--- src/rtl/axis_route_scheduler_pkg.sv ---
// Shared types for the AXI-stream crossbar route scheduler.
// Slot state encoding and index-width helper.
package axis_route_scheduler_pkg;

  typedef enum logic [1:0] {
    RUN    = 2'd0,
    PEND   = 2'd1,
    SWITCH = 2'd2
  } slot_state_e;

  function automatic int idx_w(input int n);
    return (n > 1) ? $clog2(n) : 1;
  endfunction

endpackage

--- src/rtl/axis_route_slot.sv ---
// One crossbar output route slot.
// Holds current/pending bitmaps, switches at old-source SOF or on timeout.
module axis_route_slot
  import axis_route_scheduler_pkg::*;
#(
  parameter int C_S_STREAM_NUM = 8,
  parameter int C_TIMEOUT_W    = 24
) (
  input  logic                      clk,
  input  logic                      reset,
  input  logic [C_S_STREAM_NUM-1:0] s_tvalid,
  input  logic [C_S_STREAM_NUM-1:0] s_tuser,
  input  logic                      cfg_wr,
  input  logic [C_S_STREAM_NUM-1:0] cfg_bmp,
  input  logic                      cfg_force,
  output logic [C_S_STREAM_NUM-1:0] src_bmp,
  output logic                      busy,
  output logic                      sw_done,
  output logic                      sw_timeout
);

  localparam int S = C_S_STREAM_NUM;

  slot_state_e          state;
  slot_state_e          state_nxt;
  logic [S-1:0]         cur_bmp;
  logic [S-1:0]         pend_bmp;
  logic [C_TIMEOUT_W-1:0] timer;
  logic                 via_to;
  logic                 go_to;
  logic                 sof_hit;
  logic                 tmr_full;

  assign sof_hit  = |(s_tvalid & s_tuser & cur_bmp);
  assign tmr_full = &timer;

  // State register
  always_ff @(posedge clk or posedge reset) begin
    if (reset) state <= RUN;
    else       state <= state_nxt;
  end

  // Next-state decode; go_to flags a timeout-forced switch
  always_comb begin
    state_nxt = state;
    go_to     = 1'b0;
    unique case (state)
      RUN: begin
        if (cfg_wr)
          state_nxt = (cfg_force || cur_bmp == '0) ? SWITCH : PEND;
      end
      PEND: begin
        if ((cfg_wr && cfg_force) || sof_hit) begin
          state_nxt = SWITCH;
        end else if (tmr_full) begin
          state_nxt = SWITCH;
          go_to     = 1'b1;
        end
      end
      SWITCH: state_nxt = cfg_wr ? PEND : RUN;
      default: state_nxt = RUN;
    endcase
  end

  // Route registers, timer and completion pulses
  always_ff @(posedge clk or posedge reset) begin
    if (reset) begin
      cur_bmp    <= '0;
      pend_bmp   <= '0;
      timer      <= '0;
      via_to     <= 1'b0;
      sw_done    <= 1'b0;
      sw_timeout <= 1'b0;
    end else begin
      sw_done    <= (state == SWITCH);
      sw_timeout <= (state == SWITCH) && via_to;
      if (state != SWITCH) via_to <= go_to;
      if (cfg_wr) pend_bmp <= cfg_bmp;
      if (state == SWITCH) cur_bmp <= pend_bmp;
      unique case (state)
        RUN:     if (cfg_wr) timer <= '0;
        PEND:    if (!tmr_full) timer <= timer + 1'b1;
        SWITCH:  if (cfg_wr) timer <= '0;
        default: timer <= '0;
      endcase
    end
  end

  // Route output; old source is masked on its SOF beat
  always_comb begin
    src_bmp = cur_bmp;
    busy    = (state != RUN);
    unique case (state)
      RUN:     src_bmp = cur_bmp;
      PEND:    src_bmp = sof_hit ? '0 : cur_bmp;
      SWITCH:  src_bmp = '0;
      default: src_bmp = '0;
    endcase
  end

endmodule

--- src/rtl/axis_route_scheduler.sv ---
// Route scheduler for the AXI-stream pixel crossbar.
// One slot per output; packs per-slot routes into m_src_bmp.
module axis_route_scheduler
  import axis_route_scheduler_pkg::*;
#(
  parameter int C_S_STREAM_NUM = 8,
  parameter int C_M_STREAM_NUM = 8,
  parameter int C_TIMEOUT_W    = 24,
  localparam int IW = idx_w(C_M_STREAM_NUM)
) (
  input  logic                                   clk,
  input  logic                                   reset,
  input  logic [C_S_STREAM_NUM-1:0]              s_tvalid,
  input  logic [C_S_STREAM_NUM-1:0]              s_tuser,
  input  logic                                   cfg_wr,
  input  logic [IW-1:0]                          cfg_idx,
  input  logic [C_S_STREAM_NUM-1:0]              cfg_bmp,
  input  logic                                   cfg_force,
  output logic [C_M_STREAM_NUM*C_S_STREAM_NUM-1:0] m_src_bmp,
  output logic [C_M_STREAM_NUM-1:0]              cfg_busy,
  output logic [C_M_STREAM_NUM-1:0]              sw_done,
  output logic [C_M_STREAM_NUM-1:0]              sw_timeout
);

  localparam int S = C_S_STREAM_NUM;

  for (genvar k = 0; k < C_M_STREAM_NUM; k++) begin : g_slot
    logic wr_k;
    assign wr_k = cfg_wr && (cfg_idx == IW'(k));

    axis_route_slot #(
      .C_S_STREAM_NUM (C_S_STREAM_NUM),
      .C_TIMEOUT_W    (C_TIMEOUT_W)
    ) u_slot (
      .clk        (clk),
      .reset      (reset),
      .s_tvalid   (s_tvalid),
      .s_tuser    (s_tuser),
      .cfg_wr     (wr_k),
      .cfg_bmp    (cfg_bmp),
      .cfg_force  (cfg_force),
      .src_bmp    (m_src_bmp[k*S +: S]),
      .busy       (cfg_busy[k]),
      .sw_done    (sw_done[k]),
      .sw_timeout (sw_timeout[k])
    );
  end

endmodule

--- config.mk ---
export PLATFORM = sky130hd
export DESIGN_NAME = axis_route_scheduler
export DESIGN_NICKNAME = d
export VERILOG_FILES = /design/src/rtl/axis_route_scheduler_pkg.sv /design/src/rtl/axis_route_slot.sv /design/src/rtl/axis_route_scheduler.sv
export SDC_FILE = /design/constraint.sdc
export NUM_CORES = 1
export LEC_CHECK = 0
export ABC_AREA = 1
export BUFFER_PORTS_ARGS = -buffer_cell sky130_fd_sc_hd__buf_2
export CAP_MARGIN = 25
export CORE_UTILIZATION = 50
export DETAILED_ROUTE_END_ITERATION = 7
export GPL_TIMING_DRIVEN = 1
export PLACE_DENSITY = 0.78
export SLEW_MARGIN = 20
export SYNTH_ARGS = -nofsm -noshare
export SYNTH_HDL_FRONTEND = slang
export SYNTH_SLANG_ARGS = --single-unit
export TNS_END_PERCENT = 20
--- constraint.sdc ---
create_clock -name clk -period 12.9 [get_ports clk]
set_input_delay 0 -clock clk [delete_from_list [all_inputs] [get_ports clk]]
set_output_delay 0 -clock clk [all_outputs]
set_load 0.05 [all_outputs]
==> impl_summary.txt, run 1 <==
----------------------------------------------------
[STA]
  Setup ws final ... around 11000 ps
  Max Slew Vio Count ... 0
  Fmax ... about 430 MHz
  Sum of negative setup slack ... 0 ps
  RSZ-0062 raised after global routing ... no
  Setup Skew ... 19.6 ps
  Fin. Hold Viols ... 0
  Minimum period implied by the final worst setup slack ... roughly 2300 ps
  Tightest slew margin relative to the limit ... 34.9%
  Ratio of final minimum period to clock period ... ~18%
  Measured slew at the worst slew-check pin ... 977 ps
  Final number of setup-violating endpoints ... 0

[Floorplanning]
  Site row count ... 73
  Num ports ... 119
  Initial standard-cell utilization of the core ... 50.8%
  Die area ... slightly above 40000 sq um
  Die Y-Extent ... slightly above 200 um
  Die extent in x ... between 200 and 250 um
  Core box area ... about 40000 sq um

[Clocking]
  Bufs on Longest Clock Path ... 3
  CTS Root Buffer Type ... sky130_fd_sc_hd__clkbuf_16
  Clock sink count ... 360
  Clock buffers created by TritonCTS ... 41
  CTS HTree Levels ... 2
  Number of buffers inserted for hold repair after clock tree synthesis ... 16
  Resized cells post-CTS ... 0
  Clock-pin slew on the worst setup and hold paths ... ~60 ps
  Skew-Pair Late Insertion Delay ... 560 ps
  TritonCTS clock tree ... done
  # Post-CTS Setup Buffers ... 0

[Placed design]
  PortBufs ... 118
  DP Area ... 21000 sq um
  Last weighted congestion value of the routability-driven placer ... 0.918
  HPWL after detailed placement ... 36300 um
  DP Worst Slack ... 10810 ps

[Detailed routing]
  Number of optimization iterations in the first detailed-route pass ... 6
  Violation count after the first detailed-routing iteration ... 1656
  Detail-routed net length per standard cell ... roughly 15 um
  Residual DRC count ... 0
  Routed via count divided by cell count ... 5.28
  Total number of vias ... 18.6k
  Post-Route WL ... ~52000 um
  Final ANT Viol Nets ... 0

[Yosys]
  Post-synthesis share of cell area spent on xor and xnor gates ... less than 1%
  Largest family of logic cells by synthesized area ... simple AND/OR/NAND/NOR gates
  Post-synthesis mux area share ... 0%
  Synthesized instance count ... ~2.9k
  Fraction of the mapped netlist area in compound gates ... 11.4%
  Post-synthesis async set-or-reset flop share ... 100%
  Count of distinct cell types in the synthesized netlist ... 39
  Synthesized net count ... 2901
  Simple-gate share of the synthesized area ... 35.0%
  Cell area after technology mapping ... a little over 20000 sq um
  Mean cell area of the mapped netlist ... approximately 7.1 sq um
  Number of enable-type register cells in the synthesized netlist ... 0
  Yosys Warn Count ... 0
  Synthesis-stage register bit count ... 360
  Register area share after synthesis ... between 40% and 50%
  Most used DFF post-synth ... sky130_fd_sc_hd__dfrtp_1
  Post-synthesis adder-cell area fraction ... 0.495%

[Final layout]
  Flip-flop and latch area ... roughly 9000 sq um
  Filler cell count in the final layout ... 3638
  Share of post-route cells with drive strength above 1 ... 9.87%
  Multi-input logic area ... ~9600 sq um
  Final layout net count ... 3009
  Area growth from synthesis to final layout ... 12.2%
  Post-route cell area ... 22700 sq um

[Worst setup path]
  Startpoint Class ... flip-flop
  CP required ... ~13000 ps
  Critical Path Slowest Stage Cell ... sky130_fd_sc_hd__dfrtp_1
  Critical path class ... flip-flop to primary output
  Worst-path maximum fanout ... 8
  Sort of element at the end of the critical path ... primary output
  Maximum cell stage delay along the critical path ... between 300 and 400 ps
  Ordered cell list for the critical path ... inv_1 > o22ai_1 > nor2_1 > nand2_1 > nand2_1 > nand2_1 > nor2_1 > buf_2
  Most used cell, CP ... sky130_fd_sc_hd__nand2_1
  Signal arrival time at the worst endpoint ... approximately 2300 ps

[Power and ir drop]
  Leakage Power ... 0.0104 uW
  Largest voltage drop on the vdd net ... 0.000162 V
  Power Density ... 205 nW/um^2

[Min path]
  Path type of the worst min-delay path ... primary input to flip-flop

[GRT]
  Total global-route track usage ... 25.4%
  Global-route wire length before repair ... 85500 um
  Number of global-route vias before repair ... between 15k and 20k
  Initial antenna violation count ... 4
  Maximum number of pins on one net before global-route repair ... between 150 and 200
  Grt total ovfl ... 0

[Job]
  Reported max-cap violation count ... 0

[Status]
  Run status ... finished, final reports clean

----------------------------------------------------
## per-stage QoR
step	total power, uW	utilization (%)	hold slack, ps	cells
2_1_floorplan	2930	-	203	2862
3_5_place_dp	3310	52.7	266	3433
3_3_place_gp	3260	52.7	262	3433
6_report	4660	57.0	52.3	3526
5_1_grt	4930	57.0	72.6	3524
4_1_cts	4670	56.9	18.1	3521
## final timing paths
check / cells past startpoint / from / slack [ps] / endpoint
worst max-delay path: 8 / g_slot[2].u_slot.cur_bmp[4] / 10590 / m_src_bmp[20]
min in group asynchronous: 3 / reset / 150 / g_slot[4].u_slot.timer[2]
worst max register to register: 8 / g_slot[4].u_slot.timer[0] / 10830 / g_slot[4].u_slot.timer[21]
max in group asynchronous: 4 / reset / 11270 / g_slot[3].u_slot.timer[15]
worst min register to register: 2 / g_slot[6].u_slot.via_to / 460 / g_slot[6].u_slot.sw_timeout
worst min-delay path: 6 / cfg_idx[1] / 50 / g_slot[4].u_slot.state[0]
## cell usage after synthesis (all sizes together) (2+ instances only)
cell,n,share of area [%]
xor2,7,0.30
clkbuf,23,0.48
nor2,397,7.8
nand4,22,0.77
o22ai,6,0.19
o21a,6,0.22
ha,8,0.49
o21ai,335,8.9
o211ai,3,0.11
nand2,1012,19
nand3,211,5.2
o31ai,2,0.074
clkinv,2,0.037
and3,4,0.12
o21bai,38,1.4
buf,60,2.6
nand3b,9,0.33
nor3,42,1.1
inv,281,5.2
dfrtp,360,45
a21oi,18,0.45
or2,12,0.37
## critical path, delay by kind of cell (launching register included)
family	cells	cell delay (ps)
AOI/OAI and AO/OA	1	100
buffers and inverters	2	430
DFF	1	380
and+or+nand+nor	5	850
## layout by cell type (no fill, tap or decap), types with 8 or more instances in the layout
cell type | synthesis | layout
sky130_fd_sc_hd__nand3_1 | 211 | 211
sky130_fd_sc_hd__clkbuf_16 | 0 | 43
sky130_fd_sc_hd__dfrtp_1 | 360 | 360
sky130_fd_sc_hd__nor3_1 | 41 | 41
sky130_fd_sc_hd__buf_4 | 25 | 13
sky130_fd_sc_hd__nor2_1 | 379 | 377
sky130_fd_sc_hd__o21ai_2 | 33 | 33
sky130_fd_sc_hd__nand4_1 | 19 | 19
sky130_fd_sc_hd__o21ai_1 | 26 | 26
sky130_fd_sc_hd__a21oi_1 | 18 | 18
sky130_fd_sc_hd__or2_2 | 11 | 11
sky130_fd_sc_hd__ha_1 | 8 | 8
sky130_fd_sc_hd__nor2_2 | 11 | 13
sky130_fd_sc_hd__nand2_1 | 985 | 985
sky130_fd_sc_hd__dlygate4sd3_1 | 0 | 16
sky130_fd_sc_hd__nand2_2 | 21 | 21
sky130_fd_sc_hd__inv_1 | 280 | 279
sky130_fd_sc_hd__o21ai_0 | 276 | 276
sky130_fd_sc_hd__buf_2 | 10 | 118
sky130_fd_sc_hd__nand3b_1 | 9 | 9
sky130_fd_sc_hd__o21bai_1 | 38 | 38
sky130_fd_sc_hd__bufinv_16 | 0 | 11
## registers in the layout, summed over array words and instances (netlist names)
register / flops
g_slot.u_slot.timer: 192
g_slot.u_slot.cur_bmp: 64
g_slot.u_slot.pend_bmp: 64
g_slot.u_slot.state: 16
g_slot.u_slot.sw_done: 8
g_slot.u_slot.sw_timeout: 8
g_slot.u_slot.via_to: 8
## kinds of logic after synthesis
kind of cell,Yosys count
simple gates,1711
fa+ha+maj,8
xor+xnor,8
buf+inv,366
compound gates,409
flops,360
## routing by layer
metal | part of all wire [%] | up-vias | GRT usage [%] | wire length [um]
li1 | - | 9301 | - | -
met1 | 45 | 8697 | 34.4 | 23500
met2 | 45 | 502 | 39.8 | 23200
met3 | 5.9 | 120 | 4.19 | 3060
met4 | 4.2 | 6 | 11.8 | 2180
met5 | 0.066 | - | 0 | 34
## report_power, final
| group | switching, uW | total, uW | leakage [uW] | internal, uW |
|---|---|---|---|---|
| clock network | 478 | 1330 | 0.000748 | 856 |
| registers | 285 | 1710 | 0.00483 | 1420 |
| logic | 1210 | 1620 | 0.00482 | 403 |
## layout make-up
class	instances	share of cell area, %
flip-flops and latches	360	39.7
clock inverters	19	1.70
inverters	283	4.71
clock buffers	53	5.12
diodes	2	0.0220
well taps	525	2.89
repair buffers	148	3.82
multi-input cells	2136	42.1
Note: power is estimated with default switching activity, not from simulation.
==> inputs of run 2 (changes only) <==
Settings changed: ABC_AREA 1 to 0, PLACE_DENSITY 0.78 to 0.8.
Clock period 12.9 ns to 2.1 ns, I/O delays scaled along.
==> impl_summary.txt, run 2 <==
----------------------------------------------------
[Status]
  Run status ... finished, violations left
  Violations in the final reports ... setup timing

[Yosys]
  Most common cell in the synthesized netlist ... sky130_fd_sc_hd__dfrtp_1
  Post-synthesis async set-or-reset flop share ... 100% (unchanged)
  Most used DFF post-synth ... sky130_fd_sc_hd__dfrtp_1
  Cell area after technology mapping ... 19300 sq um (-4.8%)
  Synthesized net count ... 2118 (-27%)
  Yosys Warn Count ... 0 (unchanged)
  Share of the synthesized area in the top cell type ... 46.8% (+2.2 points)
  Mean cell area of the mapped netlist ... 9.27 sq um (+31%)
  Leading post-synthesis cells by cell area ... sky130_fd_sc_hd__dfrtp_1 47%, sky130_fd_sc_hd__o21ai_0 4.5%, sky130_fd_sc_hd__nand2_1 4.1%, sky130_fd_sc_hd__mux2_2 3.9%, sky130_fd_sc_hd__a31oi_1 3.2%
  Top cells by instance count after synthesis ... 360 x sky130_fd_sc_hd__dfrtp_1, 212 x sky130_fd_sc_hd__nand2_1, 172 x sky130_fd_sc_hd__o21ai_0
  Register area share after synthesis ... 46.8% (+2.2 points)
  Synthesis-stage register bit count ... 360 (unchanged)
  Count of distinct cell types in the synthesized netlist ... 88 (+130%)
  Number of enable-type register cells in the synthesized netlist ... 0 (unchanged)
  Synthesized instance count ... 2079 (-27%)
  Dominant cell type by area after synthesis ... sky130_fd_sc_hd__dfrtp_1

[GRT]
  Number of global-route vias before repair ... 16.9k (-3.3%)
  Global-route wire length before repair ... 87900 um (+2.8%)
  Total global-route track usage ... 27.9% (+2.5 points)
  Maximum number of pins on one net before global-route repair ... 55 (-68%)
  Initial antenna violation count ... 4 (unchanged)
  Grt total ovfl ... 0 (unchanged)

[Final layout]
  Area growth from synthesis to final layout ... 19.3%
  Registers with the most flip-flops ... g_slot.u_slot.timer x192, g_slot.u_slot.cur_bmp x64, g_slot.u_slot.pend_bmp x64
  Final layout net count ... 2281 (-24%)
  Leading cell types in the layout, fill and taps excluded ... 358 x sky130_fd_sc_hd__dfrtp_1, 212 x sky130_fd_sc_hd__nand2_1, 171 x sky130_fd_sc_hd__o21ai_0, 147 x sky130_fd_sc_hd__buf_4, 122 x sky130_fd_sc_hd__nor2_1
  Max reg flops ... 192 (unchanged)
  Post-layout instance count excluding filler cells ... 2784 (-21%)
  Share of post-route cells with drive strength above 1 ... 22.3% (+12 points)
  Post-route cell area ... 23000 sq um (+1.2%)
  Most frequent standard cell in the layout excluding fill and tap cells ... sky130_fd_sc_hd__dfrtp_1
  Register ranked first by flip-flop count ... g_slot.u_slot.timer

[Detailed routing]
  Number of optimization iterations in the first detailed-route pass ... 5 (-1)
  Post-Route WL ... 54900 um (+5.8%)
  Detail-routed net length per standard cell ... 19.7 um (+34%)
  Routed via count divided by cell count ... 6.31 (+19%)
  Residual DRC count ... 0 (unchanged)
  Final ANT Viol Nets ... 0 (unchanged)
  Violation count after the first detailed-routing iteration ... 1462 (-12%)
  Total number of vias ... 17.6k (-5.7%)

[STA]
  Tightest slew margin relative to the limit ... 46.6% (+12 points)
  Minimum period implied by the final worst setup slack ... between 2000 and 2500 ps
  Max Slew Vio Count ... 0 (unchanged)
  Fmax ... approximately 450 MHz
  Final number of setup-violating endpoints ... 22 (+22)
  Setup Skew ... 9.07 ps (-10.5 ps)
  Setup ws final ... -117 ps (-10700 ps)
  Measured slew at the worst slew-check pin ... 798 ps (-179 ps)
  RSZ-0062 raised after global routing ... yes
  Fin. Hold Viols ... 0 (unchanged)
  Ratio of final minimum period to clock period ... 106%

[Placed design]
  PortBufs ... 118 (unchanged)
  HPWL after detailed placement ... 38100 um (+4.8%)
  Placed cells ... 2692 (-22%)
  Last weighted congestion value of the routability-driven placer ... 0.956 (+4.1%)
  DP Area ... 20900 sq um (-0.20%)

[Job]
  Reported max-cap violation count ... 0 (unchanged)

[Floorplanning]
  Die area ... 39300 sq um (-4.7%)
  Site row count ... 71 (-2.7%)
  Initial standard-cell utilization of the core ... 51.0% (+0.22 points)
  Die Y-Extent ... 198 um (-2.4%)
  Core box area ... 37800 sq um (-5.2%)
  Die extent in x ... 198 um (-2.4%)
  Num ports ... 119 (unchanged)

[Worst setup path]
  CP required ... 2100 ps (-10800 ps)
  Startpoint Class ... flip-flop
  Critical path class ... flip-flop to primary output
  Signal arrival time at the worst endpoint ... 2220 ps (-90 ps)
  Worst-path maximum fanout ... 8 (unchanged)
  Sort of element at the end of the critical path ... primary output

[Min path]
  Path type of the worst min-delay path ... primary input to flip-flop

[Clocking]
  Bufs on Longest Clock Path ... 3 (unchanged)
  Skew-Pair Late Insertion Delay ... 540 ps (-20 ps)
  Clock-pin slew on the worst setup and hold paths ... 60 ps (about the same)
  Clock buffers created by TritonCTS ... 40 (-2.4%)
  CTS HTree Levels ... 2 (unchanged)
  Clock sink count ... 360 (unchanged)
  CTS Root Buffer Type ... sky130_fd_sc_hd__clkbuf_16
  TritonCTS clock tree ... done

[Power and ir drop]
  Leakage Power ... 0.0102 uW (-2.0%)
  Power Density ... 1160 nW/um^2 (+470%)
  Largest voltage drop on the vdd net ... 0.00120 V (+640%)

----------------------------------------------------
[run 2: changes by cell type after synthesis, moves of 67 or more]
| cell | change |
|---|---|
| sky130_fd_sc_hd__o21ai_0 | -104 |
| sky130_fd_sc_hd__inv_1 | -203 |
| sky130_fd_sc_hd__nor2_1 | -228 |
| sky130_fd_sc_hd__nand3_1 | -122 |
| sky130_fd_sc_hd__mux2_2 | +67 |
| sky130_fd_sc_hd__a31oi_1 | +99 |
| sky130_fd_sc_hd__nand2_1 | -773 |
[run 2: what timing repair did]
| item | CTS | global route |
|---|---|---|
| endpoints found under the hold margin | 234 | 0 |
| hold buffers | 11 | 0 |
| setup endpoints to repair | 45 | 119 |
| setup buffers | 4 | 4 |
| pin swaps | 12 | 11 |
| resized for setup | 99 | 87 |
[run 2: logic make-up after synthesis]
| family | synth area share, % |
|---|---|
| flip-flops | 46.8 |
| buffers and inverters | 5.01 |
| multiplexers | 4.18 |
| AO/OA/AOI/OAI | 20.7 |
| adder cells (fa/ha/maj) | 0.520 |
| AND/OR/NAND/NOR | 22.5 |
| XOR/XNOR | 0.318 |
[run 2: stage by stage]
stage / util, % / total power, uW / hold WS, ps / worst slack, ps / setup TNS, ps
3_5_place_dp: 55.4 / 18500 / 10.3 / -1.29 / -1.29
4_1_cts: 60.1 / 26200 / 1.45 / -107 / -1410
6_report: 60.9 / 26700 / 36.6 / -117 / -1230
2_1_floorplan: - / 16000 / 105 / -2730 / -981460
5_1_grt: 60.8 / 27900 / 82.3 / -174 / -3360
3_3_place_gp: 55.4 / 18200 / 11.3 / -107 / -669
[run 2: layout make-up]
class	instances	area, sq um
multi-input combinational	1501	9590
timing repair buffer	262	2140
clock buffer	52	1130
fill	3027	14800
sequential	360	9010
inverter	77	293
antenna	3	7.51
tap	511	639
clock inverter	18	180
[run 2: final timing paths]
path | startpoint | to | slack (ps) | cells past startpoint
max in group asynchronous | reset | g_slot[3].u_slot.timer[8] | 650 | 6
max | g_slot[5].u_slot.cur_bmp[3] | m_src_bmp[41] | -120 | 6
max reg2reg | g_slot[1].u_slot.timer[7] | g_slot[1].u_slot.timer[21] | 100 | 4
min | cfg_idx[2] | g_slot[5].u_slot.state[0] | 40 | 4
min in group asynchronous | reset | g_slot[0].u_slot.timer[11] | 580 | 4
min reg2reg | g_slot[1].u_slot.pend_bmp[2] | g_slot[1].u_slot.cur_bmp[2] | 470 | 2
[run 2: critical path: stages, from the launching register on]
cell                        delay, ps
sky130_fd_sc_hd__dfrtp_1          410
sky130_fd_sc_hd__and3_4           210
sky130_fd_sc_hd__a2111oi_4        290
sky130_fd_sc_hd__nand3_1          150
sky130_fd_sc_hd__a21o_4           320
sky130_fd_sc_hd__nor2_4           140
sky130_fd_sc_hd__buf_8            160
[run 2: metal layers]
layer / global-route usage (%) / up-vias / part of all wire [%]
li1: - / 8029 / -
met1: 36.8 / 8634 / 40
met2: 44.3 / 755 / 47
met3: 5.37 / 153 / 8.5
met4: 13.1 / 2 / 4.3
met5: 0 / - / 0.024
[run 2: power breakdown]
part	switching (uW)	internal [uW]
Sequential	1900	8660
Combinational	5880	3240
Clock	2870	4150
Total	10700	16100
==> inputs of run 3 (changes only) <==
Settings changed: CORE_ASPECT_RATIO from default to 1.1.
==> impl_summary.txt, run 3 (synthesis results as in run 2) <==
----------------------------------------------------
[Status]
  Run status ... finished, violations left
  Violations in the final reports ... setup timing

[Detailed routing]
  Residual DRC count ... 0 (unchanged)
  Violation count after the first detailed-routing iteration ... 1860 (+27%)
  Detail-routed net length per standard cell ... 19.9 um (+1.0%)
  Number of optimization iterations in the first detailed-route pass ... 6 (+1)
  Total number of vias ... 17.5k (-0.27%)
  Routed via count divided by cell count ... 6.31 (about the same)
  Final ANT Viol Nets ... 0 (unchanged)
  Post-Route WL ... 55400 um (+0.81%)

[Worst setup path]
  Critical Path Slowest Stage Cell ... sky130_fd_sc_hd__dfrtp_1
  Worst flop-to-flop path startpoint ... g_slot[1].u_slot.timer[7]
  Reg2Reg Depth ... 4 (unchanged)
  End point of the critical path ... m_src_bmp[45]
  Startpoint Class ... flip-flop
  Ordered cell list for the critical path ... and3_4 > a2111oi_4 > nand3_2 > a21o_4 > nor2_4 > buf_6
  Worst-path maximum fanout ... 8 (unchanged)
  Capture point of the worst reg-to-reg path ... g_slot[1].u_slot.timer[21]
  Reg-to-reg setup timing slack ... 100 ps (about the same)
  CP startpoint ... g_slot[5].u_slot.cur_bmp[3]
  CP required ... 2100 ps (about the same)
  Signal arrival time at the worst endpoint ... 2210 ps (about the same)
  Maximum cell stage delay along the critical path ... 390 ps (-20 ps)
  Sort of element at the end of the critical path ... primary output
  Critical path class ... flip-flop to primary output

[Final layout]
  Most frequent standard cell in the layout excluding fill and tap cells ... sky130_fd_sc_hd__dfrtp_1
  Area growth from synthesis to final layout ... 20.0%
  Leading cell types in the layout, fill and taps excluded ... 359 x sky130_fd_sc_hd__dfrtp_1, 212 x sky130_fd_sc_hd__nand2_1, 172 x sky130_fd_sc_hd__o21ai_0, 141 x sky130_fd_sc_hd__buf_4, 102 x sky130_fd_sc_hd__nor2_1
  Post-route cell area ... 23100 sq um (+0.59%)
  Registers with the most flip-flops ... g_slot.u_slot.timer x192, g_slot.u_slot.cur_bmp x64, g_slot.u_slot.pend_bmp x64
  Post-layout instance count excluding filler cells ... 2778 (-0.22%)
  Register ranked first by flip-flop count ... g_slot.u_slot.timer
  Final layout net count ... 2283 (+0.088%)
  Share of post-route cells with drive strength above 1 ... 23.6% (+1.3 points)
  Max reg flops ... 192 (unchanged)
  Utilization of the core after routing ... 60.7% (-0.20 points)

[STA]
  Setup ws final ... -113 ps (+3.99 ps)
  Ratio of final minimum period to clock period ... 105% (-0.19 points)
  Setup Skew ... 12.3 ps (+3.24 ps)
  Max Slew Vio Count ... 0 (unchanged)
  Fin. Hold Viols ... 0 (unchanged)
  Sum of negative setup slack ... -1580 ps (-353 ps)
  Measured slew at the worst slew-check pin ... 861 ps (+63.0 ps)
  RSZ-0062 raised after global routing ... yes
  Tightest slew margin relative to the limit ... 42.5% (-4.1 points)
  Minimum period implied by the final worst setup slack ... 2210 ps (-3.99 ps)
  Final number of setup-violating endpoints ... 27 (+23%)
  Fmax ... 452 MHz (+0.18%)

[Clocking]
  Skew-Pair Late Insertion Delay ... 560 ps (+20 ps)
  CTS HTree Levels ... 2 (unchanged)
  Clock buffers created by TritonCTS ... 40 (unchanged)
  TritonCTS clock tree ... done
  Clock sink count ... 360 (unchanged)
  Clock-pin slew on the worst setup and hold paths ... 60 ps (about the same)
  Bufs on Longest Clock Path ... 3 (unchanged)
  CTS Root Buffer Type ... sky130_fd_sc_hd__clkbuf_16

[Placed design]
  PortBufs ... 118 (unchanged)
  Placed cells ... 2681 (-0.41%)
  DP Area ... 20800 sq um (-0.49%)
  HPWL after detailed placement ... 37600 um (-1.2%)
  Last weighted congestion value of the routability-driven placer ... 0.959 (+0.35%)

[Power and ir drop]
  Relative contribution of sequential cells to total power ... 38.8% (-0.7 points)
  Cell internal power dissipation ... 16300 uW (+1.5%)
  Switching power summed over all nets ... 10900 uW (+2.4%)
  Leakage Power ... 0.0102 uW (about the same)
  Power Density ... 1180 nW/um^2 (+1.3%)
  Largest voltage drop on the vdd net ... 0.00117 V (-3.0%)
  Clock group share of total power ... 25.8% (-0.5 points)
  Fraction of power consumed by combinational cells ... 35.5% (+1.4 points)
  Sw Ratio ... 40.1% (+0.23 points)

[Floorplanning]
  Num ports ... 119 (unchanged)
  Die extent in x ... 189 um (-4.6%)
  Die Y-Extent ... 208 um (+4.8%)
  Site row count ... 75 (+5.6%)
  Die area ... 39300 sq um (about the same)
  Initial standard-cell utilization of the core ... 50.6% (-0.46 points)
  Core box area ... 38100 sq um (+0.91%)

[GRT]
  Initial antenna violation count ... 8 (+4)
  Maximum number of pins on one net before global-route repair ... 134 (+140%)
  Grt total ovfl ... 0 (unchanged)
  Total global-route track usage ... 27.8% (-0.094 points)
  Global-route wire length before repair ... 87900 um (about the same)
  Number of global-route vias before repair ... 16.7k (-1.1%)

[Min path]
  Path type of the worst min-delay path ... primary input to flip-flop

[Job]
  Reported max-cap violation count ... 0 (unchanged)

----------------------------------------------------
-- run 3: cell count changes in the layout (fill, tap and decap cells not counted), sizes merged --
cell,previous run,this run
diode,3,5
clkbuf,57,54
buf,246,254
clkinv,12,9
bufinv,3,2
dlygate4sd3,11,10
inv,76,79
-- run 3: what timing repair did --
item	4_1_cts	5_1_grt
setup buffers	5	6
gates cloned	0	0
resized for setup	136	102
pin swaps	13	14
endpoints found under the setup margin	64	103
hold buffers	10	0
endpoints found under the hold margin	424	0
-- run 3: routing by layer --
layer | vias to the layer above | wire length, um | global-route usage, %
li1 | 8031 | - | -
met3 | 150 | 4110 | 4.99
met2 | 706 | 26300 | 44.2
met1 | 8633 | 22600 | 36.9
met4 | 6 | 2260 | 13.0
met5 | - | 39 | 0
-- run 3: final cells by class --
type / instances / area [sq um]
Fill cell: 3127 / 15000
Multi-Input combinational cell: 1501 / 9710
Sequential cell: 360 / 9010
Timing Repair Buffer: 264 / 2160
Clock buffer: 54 / 1140
Tap cell: 500 / 626
Inverter: 77 / 293
Clock inverter: 17 / 154
Antenna cell: 5 / 12.5
-- run 3: worst min-delay path by stage --
stage | from | end | slack [ps] | depth (start not counted)
2_1_floorplan | cfg_bmp[0] | g_slot[2].u_slot.pend_bmp[0] | 110 | 2
3_3_place_gp | reset | g_slot[2].u_slot.timer[10] | -60 | 2
3_5_place_dp | reset | g_slot[2].u_slot.timer[10] | -70 | 2
4_1_cts | cfg_force | g_slot[2].u_slot.via_to | 80 | 4
5_1_grt | cfg_force | g_slot[2].u_slot.via_to | 120 | 4
6_report | cfg_force | g_slot[2].u_slot.via_to | 110 | 4
-- run 3: power groups by stage --
stage	Sequential (uW)	Combinational, uW	Clock, uW
floorplan	10000	5970	0
global placement	10400	7740	0
CTS	10400	8860	7110
finish	10500	9640	7010
detailed placement	10500	7950	0
global route	10800	10200	7380
-- run 3: critical path: cells and delay by family (launching register included) --
| family | cells | cell delay, ps |
|---|---|---|
| compound gates | 2 | 620 |
| simple gates | 3 | 480 |
| flops | 1 | 390 |
| buf+inv | 1 | 160 |
-- run 3: through the flow --
stage                     setup WS (ps)  power, uW  hold slack, ps
after floorplan                   -2730      16000             105
after global placement             13.1      18200           -62.2
after detailed placement          -22.1      18500           -65.3
after CTS                          -141      26400            76.8
after global routing               -173      28400             124
final                              -113      27200             109
